$ cat src/rtl/fault_rst_seq.sv
// fault_rst_seq: turns an encoder fault or a software reset request into a
// timed SoC reset (drain, hold, release). It also keeps a sticky record of
// the cause and address that survives the system reset it drives.
// Only the power-on rstn clears the record or the sequencer itself.
module fault_rst_seq #(
    parameter int          XLEN      = 32,
    parameter int          DRAIN_CYC = 4,
    parameter int          HOLD_CYC  = 16,
    parameter logic [7:0]  SW_CAUSE  = 8'h01
) (
    input  logic            clk,
    input  logic            rstn,
    input  logic            fault,
    input  logic [7:0]      fault_cause,
    input  logic [XLEN-1:0] fault_addr,
    input  logic            sw_rst_req,
    input  logic            cause_clr,
    output logic            sys_rstn,
    output logic            busy,
    output logic            cause_vld,
    output logic [7:0]      cause,
    output logic [XLEN-1:0] cause_addr
);

    // Shared DRAIN/HOLD counter. It is sized to the larger window and counts
    // up from 0 to (window - 1). Exit is an equality test, so it never wraps.
    localparam int CNT_MAX = (DRAIN_CYC > HOLD_CYC) ? DRAIN_CYC : HOLD_CYC;
    localparam int CNT_W   = (CNT_MAX < 1) ? 1 : $clog2(CNT_MAX + 1);

    localparam logic [CNT_W-1:0] DRAIN_LAST = CNT_W'(DRAIN_CYC - 1);
    localparam logic [CNT_W-1:0] HOLD_LAST  = CNT_W'(HOLD_CYC - 1);

    typedef enum logic [1:0] {
        ST_IDLE  = 2'd0,
        ST_DRAIN = 2'd1,
        ST_HOLD  = 2'd2,
        ST_WAIT  = 2'd3
    } state_t;

    state_t            state_reg;
    logic [CNT_W-1:0]  cnt_reg;
    logic              sys_rstn_reg;
    logic              busy_reg;
    logic              cause_vld_reg;
    logic [7:0]        cause_reg;
    logic [XLEN-1:0]   cause_addr_reg;

    // Sequencer FSM with registered reset/busy outputs and the sticky cause
    // record. Power-on starts in HOLD so that rstn is stretched for the SoC.
    always_ff @(posedge clk or negedge rstn) begin
        if (!rstn) begin
            state_reg      <= ST_HOLD;
            cnt_reg        <= '0;
            sys_rstn_reg   <= 1'b0;
            busy_reg       <= 1'b1;
            cause_vld_reg  <= 1'b0;
            cause_reg      <= '0;
            cause_addr_reg <= '0;
        end else begin
            case (state_reg)
                ST_IDLE: begin
                    // Capture only here: once sequencing starts, the first
                    // cause wins and later events are ignored.
                    if (fault) begin
                        cause_vld_reg  <= 1'b1;
                        cause_reg      <= fault_cause;
                        cause_addr_reg <= fault_addr;
                        state_reg      <= ST_DRAIN;
                        cnt_reg        <= '0;
                        busy_reg       <= 1'b1;
                    end else if (sw_rst_req) begin
                        cause_vld_reg  <= 1'b1;
                        cause_reg      <= SW_CAUSE;
                        cause_addr_reg <= '0;
                        state_reg      <= ST_DRAIN;
                        cnt_reg        <= '0;
                        busy_reg       <= 1'b1;
                    end else if (cause_clr) begin
                        cause_vld_reg  <= 1'b0;
                        cause_reg      <= '0;
                        cause_addr_reg <= '0;
                    end
                end
                ST_DRAIN: begin
                    // The encoder halt is already stalling the buses. Give
                    // in-flight traffic DRAIN_CYC cycles before the reset.
                    if (cnt_reg == DRAIN_LAST) begin
                        state_reg    <= ST_HOLD;
                        cnt_reg      <= '0;
                        sys_rstn_reg <= 1'b0;
                    end else begin
                        cnt_reg <= cnt_reg + CNT_W'(1);
                    end
                end
                ST_HOLD: begin
                    if (cnt_reg == HOLD_LAST) begin
                        state_reg    <= ST_WAIT;
                        cnt_reg      <= '0;
                        sys_rstn_reg <= 1'b1;
                    end else begin
                        cnt_reg <= cnt_reg + CNT_W'(1);
                    end
                end
                ST_WAIT: begin
                    // The encoder fault is sticky until its reset lands. Do
                    // not re-arm until fault is seen low, or it would re-trigger.
                    if (!fault) begin
                        state_reg <= ST_IDLE;
                        busy_reg  <= 1'b0;
                    end
                end
                default: begin
                    state_reg    <= ST_HOLD;
                    cnt_reg      <= '0;
                    sys_rstn_reg <= 1'b0;
                    busy_reg     <= 1'b1;
                end
            endcase
        end
    end

    assign sys_rstn   = sys_rstn_reg;
    assign busy       = busy_reg;
    assign cause_vld  = cause_vld_reg;
    assign cause      = cause_reg;
    assign cause_addr = cause_addr_reg;

endmodule
$ cat config.mk
export PLATFORM = sky130hd
export DESIGN_NAME = fault_rst_seq
export DESIGN_NICKNAME = d
export VERILOG_FILES = /design/src/rtl/fault_rst_seq.sv
export SDC_FILE = /design/constraint.sdc
export NUM_CORES = 1
export LEC_CHECK = 0
export BUFFER_PORTS_ARGS = -buffer_cell sky130_fd_sc_hd__buf_4
export CAP_MARGIN = 20
export CELL_PAD_IN_SITES_DETAIL_PLACEMENT = 0
export CELL_PAD_IN_SITES_GLOBAL_PLACEMENT = 1
export CORE_MARGIN = 5
export CORE_UTILIZATION = 38
export DETAILED_ROUTE_END_ITERATION = 8
export PLACE_DENSITY = 0.91
export SLEW_MARGIN = 5
export SYNTH_ARGS = -nofsm -noshare
export SYNTH_HDL_FRONTEND = slang
export SYNTH_SLANG_ARGS = --single-unit
$ cat constraint.sdc
create_clock -name clk -period 3.39 [get_ports clk]
set_input_delay 0.339 -clock clk [delete_from_list [all_inputs] [get_ports clk]]
set_output_delay 0.339 -clock clk [all_outputs]
set_load 0.02 [all_outputs]
* Yosys cells after proc, flatten, opt, wreduce, memory -nomap -nowiden
Cells that the tools add are included.
** Operators by class
- Add/subtract/negate cells :: 1
- Multiply operators :: 0
- Divide/modulo/power cells :: 0
- $lt $le $gt $ge :: 0
- Equal/unequal tests :: 9
- Shifts and indexed selects :: 0
- Multiplexer cells :: 27
- Bitwise operators :: 0
- Reduce and logical (&&, ||, !) cells :: 10
** Operator list (count)
- 32-bit two-way mux :: 3
- 8-bit two-way mux :: 3
- 5-bit two-way mux :: 4
- 5-bit one-hot mux with 3 select lines :: 1
- 2-bit two-way mux :: 5
- 1-bit two-way mux :: 8
- 2-bit one-hot mux with 4 select lines :: 1
- 2-bit != test, second input constant :: 3
- 3-bit AND reduction :: 2
- 3-bit nonzero test :: 2
- 5-bit by 1-bit adder with 5-bit output, second input constant :: 1
- 5-bit by 2-bit equality test with 1-bit output, second input constant :: 1
- 5-bit by 4-bit equality test with 1-bit output, second input constant :: 1
- 2-bit equality test, second input constant :: 2
- 1-bit one-hot mux with 2 select lines :: 2
- 2-bit AND reduction :: 2
- 4-bit AND reduction :: 1
- 2-bit nonzero test :: 2
- 3-bit != test, second input constant :: 1
- 2-bit by 1-bit equality test with 1-bit output, second input constant :: 1
- 2-bit zero test :: 1
** Word-level totals
- Register bits :: 50
- Latch bits :: 0
- RAM bits :: 0
- ROM bits :: 0
- Bits of input ports :: 45
- Logic and storage cells :: 54
- Memories kept :: 0

* Logic depth before layout (Yosys ltp)
- Depth after elaboration :: 3
- Depth in mapped cells :: 8

* Least setup slack after synthesis
Ideal clock, no wire load.
- Path kind :: register to register
- Start :: reg cnt_reg[0]
- End :: reg cnt_reg[2]
- Library setup time :: 0.103 ns
- Arrival :: 1.587 ns
- Path slack :: 1.699 ns
- Stages on the path, launching flop included :: 8
- Cell sequence :: dfrtp_1 > ha_1 > nand3_1 > inv_1 > ha_1 > or2b_1 > a21bo_1 > o41ai_2
** Between the ends
- Longest elaborated chain between the ends :: 3
** RTL lines
- start: declaration :: RTL line 41 : logic [CNT_W-1:0] cnt_reg;
- start signal: assignment :: RTL line 92 : cnt_reg <= cnt_reg + CNT_W'(1);
- start signal: assignment :: RTL line 101 : cnt_reg <= cnt_reg + CNT_W'(1);
- 5-bit by 1-bit adder with 5-bit output, or another cell as far along :: RTL line 92, 101
- 5-bit two-way mux (on tied branches) :: RTL line 96, 87
- 5-bit one-hot mux with 3 select lines * :: RTL line 60 : case (state_reg)
Every way passes the cells marked *; elsewhere a longest branch is shown, timed or not.
A chain may end at the register's enable or synchronous reset.

* Final worst setup path
- Start :: reg state_reg[0]
- End :: reg cnt_reg[2]
** Between the ends
- Longest elaborated chain between the ends :: 3
** RTL lines
- start: declaration :: RTL line 40 : state_t state_reg;
- start signal: assignment :: RTL line 52 : state_reg <= ST_HOLD;
- start signal: assignment :: RTL line 68 : state_reg <= ST_DRAIN;
- start signal: assignment :: RTL line 75 : state_reg <= ST_DRAIN;
- 2-bit equality test, or another cell as far along :: RTL line 60
- 3-bit nonzero test (no line) / 3-bit != test (equally long branches)
- 2-bit AND reduction (no line)
Parallel ways exist; a longest one is shown, timed or not.

==> run_results.csv <==
group,metric,value,unit
cts,clkTransAtPathRegs,0.09,ns
pwr,p_comb_share,50.3,%
placed_design,gp_congestion,0.743,
worst_setup_path,crit_path_start_kind,"flip-flop",
route,num_vias,1906,
cts,ctsResizeCount,0,
timing,finalSetupViolCount,0,
die,coreArea,5850,sq um
timing,slew_headroom,58.0,%
pwr,swShare,43.0,%
layout,final_util,52.1,%
pwr,internal_power,1.53,mW
logic_synthesis,synth-adder-area-share,3.89,%
route,ant_nets,0,
logic_synthesis,ys_types,32,
min_path,hp-class,"input pin to async pin",
grt,antenna_found_initial,0,
worst_setup_path,end_kind,"flip-flop",
die,die-width,86.9,microns
layout,area_growth,35.5,%
die,rows,28,
logic_synthesis,syn_area,2250,sq um
grt,overflow,0,
run_status,status,"complete, no violations",
die,start_util,38.5,%
worst_setup_path,reg2reg_slack,1.40,ns
cts,post-cts-setup-buffers,0,
route,drc,0,
die,pin_count,88,
timing,min_period_over_period,58.6,%
cts,clock-sinks,50,
cts,cts_inserted_buffers,5,
worst_setup_path,crit_chain,"inv_1 -> ha_2 -> buf_4 -> o21ai_2 -> o21ai_0 -> o41ai_2",
logic_synthesis,synth_top_family_by_area,"simple AND/OR/NAND/NOR gates",
pwr,p_leak,1.66,nW
die,die-area,7560,sq um
layout,mostFrequentLayoutCell,"buf_4",
grt,track_usage,15.1,%
logic_synthesis,synth_xor_area_share,0,%
cts,clk-insertion-delay-late,0.30,ns
grt,grt_pass1_wl,9.05,mm
timing,worst_clock_skew,0.00873,ns
worst_setup_path,cp_max_fo,27,
route,drt-total-wl,5.41,mm
cts,holdBufCountCts,0,
timing,worst_pin_slew,0.629,ns
route,routedWlPerCell,13.5,microns
placed_design,dp_slack,1.39,ns
route,post_drt_via_cell_ratio,4.75,
logic_synthesis,yosysSeqAreaShare,55.7,%
route,drt_iter0_markers,77,
layout,mostFrequentLayoutCells,"89 x buf_4, 87 x nand2_1, 48 x dfrtp_1",
pwr,p_clk_share,13.0,%
cts,root_buffer,"clkbuf_8",
timing,tns,0,ns
die,dieHeight,86.9,microns
timing,fin_ws,1.40,ns
layout,num_antenna_cells,0,
worst_setup_path,arrival,2.17,ns
pwr,total_power,2.69,mW
timing,report.final.hold_viol_count,0,
cts,htreeDepth,2,
timing,drv_slew,0,
grt,grt_pass1_vias,1925,
grt,grt_max_degree,51,
layout,largest_reg_flops,32,
cts,clockBufferDepth,2,
layout,layout-drive-gt1-share,33.4,%
pwr,peakVddDrop,0.385,mV
timing,fin_crit,1.99,ns
timing,rsz0062_at_grt,"no",
pwr,p_per_area,883,nW/um^2
placed_design,io_buffers,87,
logic_synthesis,synth-compound-area-share,6.67,%
layout,nFillCells,546,
timing,clock.fmax,503,MHz
logic_synthesis,syn_inst,243,
worst_setup_path,slowest_stage,"ha_2",
worst_setup_path,cpPeakStageDelay,0.53,ns
pwr,p_sw,1.16,mW
logic_synthesis,yosysWarningCount,0,
worst_setup_path,criticalPathCategory,"flip-flop to flip-flop",
logic_synthesis,synth-simple-area-share,27.6,%
timing,fin_hold_ws,0.0328,ns
logic_synthesis,synthMuxAreaShare,2.00,%
logic_synthesis,synth.avg_cell_area,9.26,sq um
layout,nets,377,
job,cap_violations,0,
placed_design,place_hpwl,3.89,mm
cts,cts_tree,"yes",
pwr,power_frac_seq,36.7,%
logic_synthesis,ys_ff_latch,50,
logic_synthesis,synth_nets,295,
route,first_pass_iters,4,
worst_setup_path,required,3.58,ns
## power groups by stage
stage          clock network, mW  logic (mW)  registers, mW
2_1_floorplan                  0       0.566           1.24
3_3_place_gp                   0        1.35          0.997
3_5_place_dp                   0        1.38          0.998
4_1_cts                    0.359        1.38          0.991
5_1_grt                    0.384        1.49           1.02
6_report                   0.350        1.35          0.989
## cell type report
| type | instances | area (sq um) | area share [%] |
|---|---|---|---|
| Clock buffer | 5 | 68.8 | 2.26 |
| Clock inverter | 3 | 18.8 | 0.616 |
| Inverter | 8 | 30.0 | 0.985 |
| Multi-Input combinational cell | 171 | 916 | 30.0 |
| Sequential cell | 50 | 1250 | 41.1 |
| Tap cell | 75 | 93.8 | 3.08 |
| Timing Repair Buffer | 89 | 668 | 21.9 |
## metrics by stage
stage | instance area (sq um) | cells
after floorplan | 2250 | 243
after global placement | 2960 | 393
after detailed placement | 2960 | 393
after CTS | 3050 | 401
after global routing | 3050 | 401
final | 3050 | 401
## critical path, delay by kind of cell (launching register included)
kind / cells / cell delay (ns)
compound gates: 3 / 0.47
buf+inv: 2 / 0.46
fa+ha+maj: 1 / 0.53
flops: 1 / 0.42
## cells by family (layout without fill, tap and decap cells)
| group | after synthesis | in the layout |
|---|---|---|
| compound gates | 22 | 22 |
| fa+ha+maj | 7 | 7 |
| buf+inv | 22 | 105 |
| flops | 50 | 50 |
| mux | 4 | 4 |
| simple gates | 138 | 138 |
## cell usage after synthesis (all sizes together)
master	number	share of area (%)
nand2	87	15
dfrtp	48	53
nand3	42	9.6
o21ai	9	2.2
clkbuf	8	1.3
inv	8	1.3
a21oi	7	1.7
ha	7	3.9
buf	6	1.4
mux2i	3	1.3
dfstp	2	2.3
nand2b	2	0.67
nor2	2	0.33
o31ai	2	0.89
a21bo	1	0.44
a32o	1	0.44
mux2	1	0.67
nor3	1	0.22
nor3b	1	0.56
nor4b	1	1.1
o22ai	1	0.28
o41ai	1	0.72
or2b	1	0.33
or3b	1	0.39
## final timing paths
check,from,end,depth (start not counted)
setup / recovery,state_reg[0]$_DFFE_PN0P_,cnt_reg[2]$_DFFE_PN0P_,6
hold / removal,rstn,cause_addr[30]$_DFFE_PN0P_,1
setup reg to reg,state_reg[0]$_DFFE_PN0P_,cnt_reg[2]$_DFFE_PN0P_,6
hold reg to reg,cause_addr[1]$_DFFE_PN0P_,cause_addr[1]$_DFFE_PN0P_,2
max in group asynchronous,rstn,cause_vld$_DFFE_PN0P_,1
min in group clk,fault_addr[24],cause_addr[24]$_DFFE_PN0P_,3
## routing by layer
layer | track usage, % | up-vias | part of all wire (%)
met5 | 0 | - | 0
met4 | 5.10 | 0 | 1.3
met3 | 3.50 | 5 | 7.1
met2 | 26.2 | 56 | 51
met1 | 18.4 | 888 | 41
li1 | - | 957 | -
Note: power is estimated with default switching activity, not from simulation.
